===== config.mk =====
export PLATFORM = sky130hd
export DESIGN_NAME = tinyalu_arbiter
export DESIGN_NICKNAME = d
export VERILOG_FILES = /design/src/rtl/tinyalu_arbiter.sv
export SDC_FILE = /design/constraint.sdc
export NUM_CORES = 1
export LEC_CHECK = 0
export ABC_AREA = 1
export CORE_UTILIZATION = 35
export CTS_BUF_LIST = sky130_fd_sc_hd__clkbuf_8
export DETAILED_ROUTE_END_ITERATION = 10
export PLACE_DENSITY = 0.73
export RECOVER_POWER = 25
export SETUP_SLACK_MARGIN = 0.05
export SYNTH_ARGS = -nofsm -noshare
export SYNTH_HDL_FRONTEND = slang
export SYNTH_SLANG_ARGS = --single-unit

===== constraint.sdc =====
create_clock -name clk -period 3.9 [get_ports clk]
set_clock_uncertainty 0.05 [all_clocks]
set_input_delay 0.585 -clock clk [delete_from_list [all_inputs] [get_ports clk]]
set_output_delay 0.585 -clock clk [all_outputs]
set_load 0.01 [all_outputs]

===== src/rtl/tinyalu_arbiter.sv =====
// Round-robin arbiter sharing one TinyALU among N_REQ requesters, one operation in flight.
// Optional BUSY watchdog is enabled by defining ALU_ARB_TIMEOUT_EN.
module tinyalu_arbiter #(
  parameter int N_REQ          = 4,
  parameter int TIMEOUT_CYCLES = 15
) (
  input  logic                 clk,
  input  logic                 reset_n,
  input  logic [N_REQ-1:0]     req_valid,
  output logic [N_REQ-1:0]     req_ready,
  input  logic [8*N_REQ-1:0]   req_A,
  input  logic [8*N_REQ-1:0]   req_B,
  input  logic [3*N_REQ-1:0]   req_op,
  output logic [N_REQ-1:0]     rsp_valid,
  output logic [15:0]          rsp_result,
  output logic                 rsp_err,
  output logic                 alu_start,
  output logic [7:0]           alu_A,
  output logic [7:0]           alu_B,
  output logic [2:0]           alu_op,
  input  logic                 alu_done,
  input  logic [15:0]          alu_result
);

  localparam int GW = (N_REQ > 1) ? $clog2(N_REQ) : 1;

  typedef enum logic [1:0] {IDLE, BUSY, RESP} state_t;

  state_t          state, state_nxt;
  logic [GW-1:0]   last_grant, grant, pick, idx;
  logic            pick_vld;
  logic [7:0]      a_arr  [N_REQ];
  logic [7:0]      b_arr  [N_REQ];
  logic [2:0]      op_arr [N_REQ];
  logic [2:0]      pick_op;
  logic            pick_op_ok;
  logic [7:0]      a_q, b_q;
  logic [2:0]      op_q;
  logic [15:0]     result_q;
  logic            err_q;
  logic            tmo_hit;

  always_comb begin
    for (int i = 0; i < N_REQ; i++) begin
      a_arr[i]  = req_A[8*i +: 8];
      b_arr[i]  = req_B[8*i +: 8];
      op_arr[i] = req_op[3*i +: 3];
    end
  end

  // Walk offsets from farthest to nearest so the nearest requester after last_grant wins.
  always_comb begin
    pick     = '0;
    pick_vld = 1'b0;
    idx      = '0;
    for (int k = N_REQ; k >= 1; k--) begin
      idx = GW'((int'(last_grant) + k) % N_REQ);
      if (req_valid[idx]) begin
        pick     = idx;
        pick_vld = 1'b1;
      end
    end
  end

  assign pick_op    = op_arr[pick];
  assign pick_op_ok = (pick_op == 3'b001) || (pick_op == 3'b010) ||
                      (pick_op == 3'b011) || (pick_op == 3'b100);

`ifdef ALU_ARB_TIMEOUT_EN
  localparam int TW = $clog2(TIMEOUT_CYCLES + 1);
  logic [TW-1:0] tmo_cnt;

  always_ff @(posedge clk or negedge reset_n) begin
    if (!reset_n) begin
      tmo_cnt <= '0;
    end else if (state == IDLE) begin
      tmo_cnt <= TW'(TIMEOUT_CYCLES - 1);
    end else if (state == BUSY && tmo_cnt != '0) begin
      tmo_cnt <= tmo_cnt - 1'b1;
    end
  end

  assign tmo_hit = (state == BUSY) && !alu_done && (tmo_cnt == '0);
`else
  assign tmo_hit = 1'b0;
`endif

  always_ff @(posedge clk or negedge reset_n) begin
    if (!reset_n) state <= IDLE;
    else          state <= state_nxt;
  end

  always_comb begin
    state_nxt = state;
    case (state)
      IDLE: if (pick_vld) state_nxt = pick_op_ok ? BUSY : RESP;
      BUSY: if (alu_done || tmo_hit) state_nxt = RESP;
      RESP: state_nxt = IDLE;
      default: state_nxt = IDLE;
    endcase
  end

  always_comb begin
    req_ready  = '0;
    rsp_valid  = '0;
    rsp_result = 16'h0000;
    rsp_err    = 1'b0;
    alu_start  = (state == BUSY);
    if (state == IDLE && pick_vld) req_ready[pick] = 1'b1;
    if (state == RESP) begin
      rsp_valid[grant] = 1'b1;
      rsp_result       = result_q;
      rsp_err          = err_q;
    end
  end

  assign alu_A  = a_q;
  assign alu_B  = b_q;
  assign alu_op = op_q;

  // ALU-facing operand regs only change on a forwarded op, so they hold across invalid ops.
  always_ff @(posedge clk or negedge reset_n) begin
    if (!reset_n) begin
      last_grant <= GW'(N_REQ - 1);
      grant      <= '0;
      a_q        <= '0;
      b_q        <= '0;
      op_q       <= '0;
      result_q   <= '0;
      err_q      <= 1'b0;
    end else begin
      case (state)
        IDLE: if (pick_vld) begin
          last_grant <= pick;
          grant      <= pick;
          result_q   <= '0;
          err_q      <= !pick_op_ok;
          if (pick_op_ok) begin
            a_q  <= a_arr[pick];
            b_q  <= b_arr[pick];
            op_q <= pick_op;
          end
        end
        BUSY: begin
          if (alu_done)     result_q <= alu_result;
          else if (tmo_hit) err_q    <= 1'b1;
        end
        default: ;
      endcase
    end
  end

endmodule


After elaboration in Yosys (flattened, before gate mapping)

Cells that the tools add are included.
W data, S select, Z words.

Register bits after elaboration: 42
Word-level logic and storage cells: 83
Output and inout bits: 45
Input bits: 99

Bitwise gates (word level): 1
Multiplexer cells: 40
$lt $le $gt $ge: 9
Reduce and logical (&&, ||, !) cells: 13
Add/subtract/negate cells: 4
Equality and inequality tests: 8

Operators by type and width:

| cell                  | number |
|---|---|
| $mux W16              | 3 |
| $bmux W8 S2           | 2 |
| $mux W8               | 4 |
| $pmux W16 S2          | 1 |
| $lt A2 B3 Y1 const B  | 6 |
| $mux W2               | 7 |
| $mux W1               | 11 |
| $bmux W1 S2           | 4 |
| $mux W4               | 2 |
| $bmux W3 S2           | 1 |
| $eq A3 B2 Y1 const B  | 2 |
| $mux W3               | 2 |
| $reduce_and A3 Y1     | 2 |
| $add A2 B1 Y2 const B | 2 |
| $add A2 B2 Y2 const B | 2 |
| $demux W1 S2          | 2 |
| $ge A2 B1 Y1 const B  | 2 |
| $pmux W2 S2           | 1 |
| $reduce_and A2 Y1     | 2 |
| $eq A3 B1 Y1 const B  | 1 |
| $eq A3 B3 Y1 const B  | 1 |
| $ge A3 B3 Y1 const B  | 1 |
| $logic_and A1 B1 Y1   | 3 |
| $logic_or A1 B1 Y1    | 3 |
| other kinds (8)       | 8 |

Longest topological paths before layout

Gate-level depths: netlist (run 1).

Word-level depth: 18
Depth in mapped cells: 19
Mapped depth without buffers: 18

Least setup slack after synthesis (run 1)

OpenSTA, ideal clock, no wires.

Path kind: flip-flop to output port
Start: reg last_grant[0]
End: out req_ready[0]
Stages on the path, launching flop included: 14
Data arrival time: 1.843 ns
Buffers on the path: 3
Data required time: 3.265 ns
Path slack: 1.422 ns
Path through: dfstp_2 buf_6 inv_6 nand2_1 nand2_1 nand2_2 nand2_2 inv_2 nand2_2 nand2_4 nand2_4 buf_6 buf_2 nor3_1

Longest elaborated chain between the ends: 12
Elaborated cells on any way between the ends: 27
Classes of those cells: add/sub (4); order compare (2); mux (19); reduce/logical (2)

Ends and longest elaborated chain:

| what                                                                      | RTL line | source |
|---|---|---|
| from (decl)                                                               | 30       | `logic [GW-1:0] last_grant, grant, pick, idx;` |
| from (signal assigned)                                                    | 124      | `last_grant <= GW'(N_REQ - 1);` |
| from (signal assigned)                                                    | 134      | `last_grant <= pick;` |
| $add A2 B1 Y2                                                             | 57       | `idx = GW'((int'(last_grant) + k) % N_REQ);` |
| $bmux W1 S2                                                               | 58       | `if (req_valid[idx]) begin` |
| $mux W1 (implied by the code)                                             | 58       |  |
| $mux W2 (4 in a row)                                                      | 58       |  |
| $lt A2 B3 Y1 (implied by the code) / $ge A2 B1 Y1 (equally long branches) | 109      | `if (state == IDLE && pick_vld) req_ready[pick] = 1'b1;` |
| $logic_and A1 B1 Y1 (implied by the code)                                 | 109      |  |
| $mux W1 (implied by the code)                                             | 109      |  |
| $demux W1 S2                                                              | 109      |  |
| $mux W4 (*)                                                               | 109      |  |
| to (decl)                                                                 | 10       | `output logic [N_REQ-1:0] req_ready,` |

Every way passes the cells marked *; elsewhere a longest branch is shown, timed or not. The select of a mux whose other input is x is not followed.

Worst setup path in the final report (run 1)

Start: in req_valid[1]
End: out req_ready[3]

Longest elaborated chain between the ends: 11
Elaborated cells on any way between the ends: 23
Classes of those cells: order compare (2); mux (19); reduce/logical (2)

Ends and longest elaborated chain:

| what                                                                      | RTL line | source |
|---|---|---|
| from (decl)                                                               | 9        | `input logic [N_REQ-1:0] req_valid,` |
| $bmux W1 S2                                                               | 58       |  |
| $mux W1 (implied by the code)                                             | 58       |  |
| $mux W2 (4 in a row)                                                      | 58       |  |
| $lt A2 B3 Y1 (implied by the code) / $ge A2 B1 Y1 (equally long branches) | 109      |  |
| $logic_and A1 B1 Y1 (implied by the code)                                 | 109      |  |
| $mux W1 (implied by the code)                                             | 109      |  |
| $demux W1 S2                                                              | 109      |  |
| $mux W4 (*)                                                               | 109      |  |

Marks and branches as above.

==> results.yml, run 1 <==
power_and_ir_drop:
  cellPowerDensity_nw_per_um2: 971.9
  leakage_nw: 2.025
  peakVddDrop_uv: 512.0
synth:
  ys_warn_count: 0
  netlist_area_sq_um: 2830
  yosys.area.top_type_share_pct: 35.37
  yosysSeqAreaShare_pct: 37.22
  yosys.area.top_type: "dfrtp_1"
  syn_nets: 522
  ys_types: 24
  ys_top_cells_by_area: "dfrtp_1 35%, nand3_1 13%, nand2_1 12%"
  synth_cells: 423
  ys_seq_elements: 42
  avgSynthCellArea_sq_um: 6.691
route:
  wire_per_inst_um: 13.56
  vias: 3250
  route.detailed.drc: 0
  dr.pass1.iters: 4
  drt-initial-drc-count: 124
  final_antenna_net_count: 0
  routed_wl_mm: 8.907
  vias_per_cell: 4.947
status:
  violations: "capacitance limit, slew limit"
  status: "complete, but fails checks"
setup_path:
  crit_path_start_kind: "input port"
  slowest_stage: "clkdlybuf4s50_1"
  rr_startpoint: "last_grant[0]$_DFFE_PN1P_"
  cp.arrival_ns: 2.93
  cp_cell_sequence: "clkdlybuf4s50_1 > inv_1 > o21ai_2 > nand2_2 > nand3_1 > nand3_1 > nand2_1 > nand2_2 > inv_2 > nand2_1 > a21oi_1 > clkdlybuf4s50_1"
  critPathKind: "in -> out"
  cp-startpoint: "req_valid[1]"
  critPathRequiredTime_ns: 3.26
  crit_fanout: 23
  slowest_delay_ns: 0.55
  end_kind: "primary output"
timing:
  fin_ws_ns: 0.3390
  rsz0062_at_grt: "no"
  fin_hold_ws_ns: 0.4277
  setup_viol: 0
  post-route-period-util_pct: 91.31
  hold_violations: 0
  setup_tns_ns: 0
  max_freq_mhz: 280.8
  slew_headroom_pct: -52.26
  slew_violations: 43
  worst_slew_pin_slew_ns: 2.284
  fin_crit_ns: 3.561
placed_design:
  placedCellCount: 649
  dpl_worst_slack_ns: 0.3800
  dpl.hpwl_mm: 6.748
  port_buffers: 143
  place_congestion: 0.8697
clocking:
  cts_sinks: 42
  path_clk_slew_ns: 0.08
  cts_setup_buffers: 0
  root_buffer: "clkbuf_8"
  ctsHoldBuffers: 0
  post_cts_resized: 0
  clk_latency_ns: 0.30
  clock_path_buffers: 2
  cts_tree: "done"
  tritoncts.num_buffers: 5
  h-tree-depth: 2
hold_path:
  min_from: "alu_A[5]$_DFFE_PN0P_"
  hold_path_class: "reg -> reg"
global_route:
  overflow: 0
  antenna_found_initial: 0
  grt_pass1_wl_mm: 14.50
  grt_max_degree: 43
  grt_pass1_vias: 3164
  track_usage_pct: 21.37
layout:
  nets: 653
  drive_above_1_share_pct: 7.748
  n_antenna_cell: 0
  final_util_pct: 56.25
  stdcell_count: 657
  final_cell_mix: "142 x clkdlybuf4s50_1, 92 x nand2_1, 73 x nand3_1, 50 x inv_1, 40 x dfrtp_1"
  final_common_cell: "clkdlybuf4s50_1"
  area_delta_synth_final_pct: 54.38
floorplanning:
  die_h_um: 91.93
  std_cell_rows: 32
  pin_count: 144
  coreArea_sq_um: 7767
  die_w_um: 91.93
  start_util_pct: 36.44
  dieArea_sq_um: 8450
run:
  cap_violations: 1
## synth_stat cells
library cell,instances
nand2_4,2
nand2_1,92
nor2_1,37
nand3_2,2
nor3_1,5
o21ai_0,27
inv_2,5
buf_6,5
clkbuf_1,7
buf_4,3
dfrtp_1,40
inv_6,1
nand3_1,73
inv_1,49
buf_2,12
a2111oi_2,1
nand2_2,11
o21ai_2,1
or2_2,1
a21oi_1,34
o21ai_1,11
nor2_2,1
nand3_4,1
dfstp_2,2
## cell families after synthesis
kind of cell | after synthesis | share of synthesized area (%)
AOI/OAI and AO/OA | 74 | 13.57
buffers and inverters | 82 | 13.31
and+or+nand+nor | 225 | 35.90
DFF | 42 | 37.22
## state kept, by name (all words and copies together), names as in the netlist
| register | flops |
|---|---|
| alu_A | 8 |
| alu_B | 8 |
| alu_op | 3 |
| err_q | 1 |
| grant | 2 |
| last_grant | 2 |
| result_q | 16 |
| state | 2 |
## area by class of cell
type                            instances  area (sq um)
Timing Repair Buffer                  151          1485
Sequential cell                        42          1054
Inverter                               55         211.5
Clock inverter                          2         8.758
Fill cell                             748          3398
Tap cell                              102         127.6
Multi-Input combinational cell        299          1400
Clock buffer                            6         82.58
## power by group
part / internal, mW / total, mW / switching [mW]
clock: 0.140 / 0.293 / 0.153
combinational: 1.13 / 3.17 / 2.04
sequential: 0.678 / 0.787 / 0.109
## metrics by stage
step	total power, mW	area [sq um]
6_report	4.246	4369
5_1_grt	4.693	4369
4_1_cts	4.262	4370
3_5_place_dp	3.964	4279
3_3_place_gp	3.874	4279
2_1_floorplan	3.161	2830
## routing by layer
layer | routed length (um) | track usage (%) | share of wire, % | vias to the layer above
li1 | - | - | - | 1611
met4 | 108 | 4.818 | 1.2 | 0
met1 | 3717 | 25.16 | 42 | 1494
met3 | 658 | 4.561 | 7.4 | 12
met5 | 0 | 0 | 0 | -
met2 | 4423 | 39.43 | 50 | 133
## worst max-delay path: cells and delay by family
family,cells,cell delay (ns)
buffers and inverters,4,1.35
AND/OR/NAND/NOR,6,0.66
AO/OA/AOI/OAI,2,0.33
## path summary, 6_finish.rpt
| path | depth (start not counted) | end | slack (ns) |
|---|---|---|---|
| setup / recovery | 12 | req_ready[3] | 0.34 |
| max in group asynchronous | 1 | result_q[14]$_DFFE_PN0P_ | 1.58 |
| min in group asynchronous | 1 | result_q[1]$_DFFE_PN0P_ | 0.91 |
| hold reg to reg | 2 | alu_A[5]$_DFFE_PN0P_ | 0.43 |
| hold / removal | 2 | alu_A[5]$_DFFE_PN0P_ | 0.43 |
| setup reg to reg | 17 | alu_A[6]$_DFFE_PN0P_ | 0.84 |
(Power assumes the default switching activity.)
==> run 2: changes to the inputs <==
--- a/config.mk
+++ b/config.mk
@@ -9,7 +9,8 @@
 export CORE_UTILIZATION = 35
 export CTS_BUF_LIST = sky130_fd_sc_hd__clkbuf_8
 export DETAILED_ROUTE_END_ITERATION = 10
-export PLACE_DENSITY = 0.73
+export DONT_BUFFER_PORTS = 1
+export PLACE_DENSITY = 0.5
 export RECOVER_POWER = 25
 export SETUP_SLACK_MARGIN = 0.05
 export SYNTH_ARGS = -nofsm -noshare
==> results.yml, run 2 (synthesized netlist as in run 1, its figures left out) <==
timing:
  fin_ws_ns: 0.5550
  setup_tns_ns: 0
  post-route-period-util_pct: 85.77
  slew_violations: 41
  max_freq_mhz: 299.0
  slew_headroom_pct: -46.21
  hold_violations: 0
  worst_slew_pin_slew_ns: 2.193
  fin_crit_ns: 3.345
  rsz0062_at_grt: "no"
  fin_hold_ws_ns: 0.06984
  setup_viol: 0
global_route:
  overflow: 0
  track_usage_pct: 18.81
  grt_max_degree: 60
  grt_pass1_wl_mm: 12.50
  antenna_found_initial: 0
  grt_pass1_vias: 2560
floorplanning:
  die_h_um: 91.93
  start_util_pct: 36.44
  std_cell_rows: 32
  die_w_um: 91.93
  coreArea_sq_um: 7767
  pin_count: 144
  dieArea_sq_um: 8450
clocking:
  root_buffer: "clkbuf_8"
  path_clk_slew_ns: 0.08
  post_cts_resized: 0
  cts_sinks: 42
  h-tree-depth: 2
  tritoncts.num_buffers: 5
  clk_latency_ns: 0.29
  cts_tree: "done"
  clock_path_buffers: 2
setup_path:
  critPathKind: "reg -> out"
  cp_cell_sequence: "nand2_1 > o21ai_2 > nand2_2 > nand3_1 > a2111oi_2 > nor2_2 > nand2_1 > a21oi_1"
  slowest_stage: "nor2_2"
  path_delay_family: "simple AND/OR/NAND/NOR gates"
  cp.arrival_ns: 2.71
  crit_fanout: 27
  critical_path.most_common_cell: "nand2_1"
  path_buf_inv: 0
  crit_path_start_kind: "flop"
  worst_r2r_path_depth: 10
  critPathRequiredTime_ns: 3.26
  slowest_delay_ns: 0.75
  cp_num_cells: 8
  end_kind: "primary output"
placed_design:
  port_buffers: 0
  dpl.hpwl_mm: 5.569
  place_congestion: 0.7683
  dpl_worst_slack_ns: 0.7542
route:
  vias_per_cell: 5.092
  drt-initial-drc-count: 159
  routed_wl_mm: 7.787
  vias: 2592
  dr.pass1.iters: 4
  route.detailed.drc: 0
  final_antenna_net_count: 0
  wire_per_inst_um: 15.30
layout:
  n_antenna_cell: 0
  largest_register_ffs: 16
  regArea_sq_um: 1054
  fillers: 887
  nets: 505
  drive_above_1_share_pct: 9.091
  final_common_cell: "nand2_1"
  regMostFlops: "result_q"
  final_cell_mix: "92 x nand2_1, 73 x nand3_1, 50 x inv_1, 40 x dfrtp_1, 37 x nor2_1"
  area_delta_synth_final_pct: 3.448
  multi_input_area_sq_um: 1400
power_and_ir_drop:
  peakVddDrop_uv: 715.8
  leakage_nw: 1.467
  cellPowerDensity_nw_per_um2: 1297
run:
  cap_violations: 1
status:
  violations: "capacitance limit, slew limit"
  status: "complete, but fails checks"
hold_path:
  hold_path_class: "in -> async"
-- run 2: cell types whose count changed in the layout (fill, tap and decap cells not counted), sizes merged --
| cell | previous run | this run |
|---|---|---|
| clkdlybuf4s50 | 142 | 0 |
| bufinv | 0 | 1 |
| clkinv | 1 | 0 |
| buf | 8 | 2 |
-- run 2: final timing paths --
kind                            slack, ns                   endpoint                 startpoint
max in group asynchronous            1.67       alu_B[7]$_DFFE_PN0P_                    reset_n
min in group clk                     0.32       state[0]$_DFFE_PN0P_                   alu_done
worst max register to register       0.75   result_q[15]$_DFFE_PN0P_  last_grant[0]$_DFFE_PN1P_
worst min register to register       0.46          err_q$_DFFE_PN0P_          err_q$_DFFE_PN0P_
worst max-delay path                 0.56               req_ready[3]  last_grant[0]$_DFFE_PN1P_
worst min-delay path                 0.07  last_grant[0]$_DFFE_PN1P_                    reset_n
-- run 2: routing by layer --
| layer | up-vias | track usage, % | share of wire (%) |
|---|---|---|---|
| met5 | - | 0 | 0 |
| met4 | 0 | 6.641 | 2.5 |
| met3 | 16 | 5.224 | 7.0 |
| met2 | 99 | 31.28 | 48 |
| met1 | 1163 | 23.26 | 43 |
| li1 | 1314 | - | - |
-- run 2: layout make-up --
class	count	area share (%)
Inverter	55	7.222
Sequential cell	42	35.98
Timing Repair Buffer	3	0.6410
Multi-Input combinational cell	299	47.82
Tap cell	102	4.359
Clock buffer	6	2.821
Clock inverter	2	1.154
-- run 2: worst register-to-register path, stage by stage, from the launching register on --
cell,delay (ns)
dfstp_2,0.64
nand2_1,0.09
o21ai_2,0.08
nand2_2,0.09
nand3_1,0.12
a2111oi_2,0.06
nor2_2,0.75
inv_2,0.12
nand2_1,0.75
nand3_1,0.16
o21ai_1,0.14
-- run 2: what timing repair did --
item | 4_1_cts | 5_1_grt
endpoints found under the hold margin | 40 | 0
buffers inserted | 0 | 0
hold buffers | 1 | 0
-- run 2: power by group --
group          internal, mW  switching, mW
clock                 0.206          0.154
combinational         0.724           1.86
sequential            0.678          0.176
total                  1.61           2.19
-- run 2: stage by stage --
stage               std cells  area, sq um  power (mW)  utilization, %
floorplan                 423         2830       3.161               -
global placement          500         2808       3.434           36.15
detailed placement        500         2808       3.468           36.15
CTS                       509         2944       3.852           37.90
global route              509         2928       4.275           37.69
finish                    509         2928       3.798           37.69
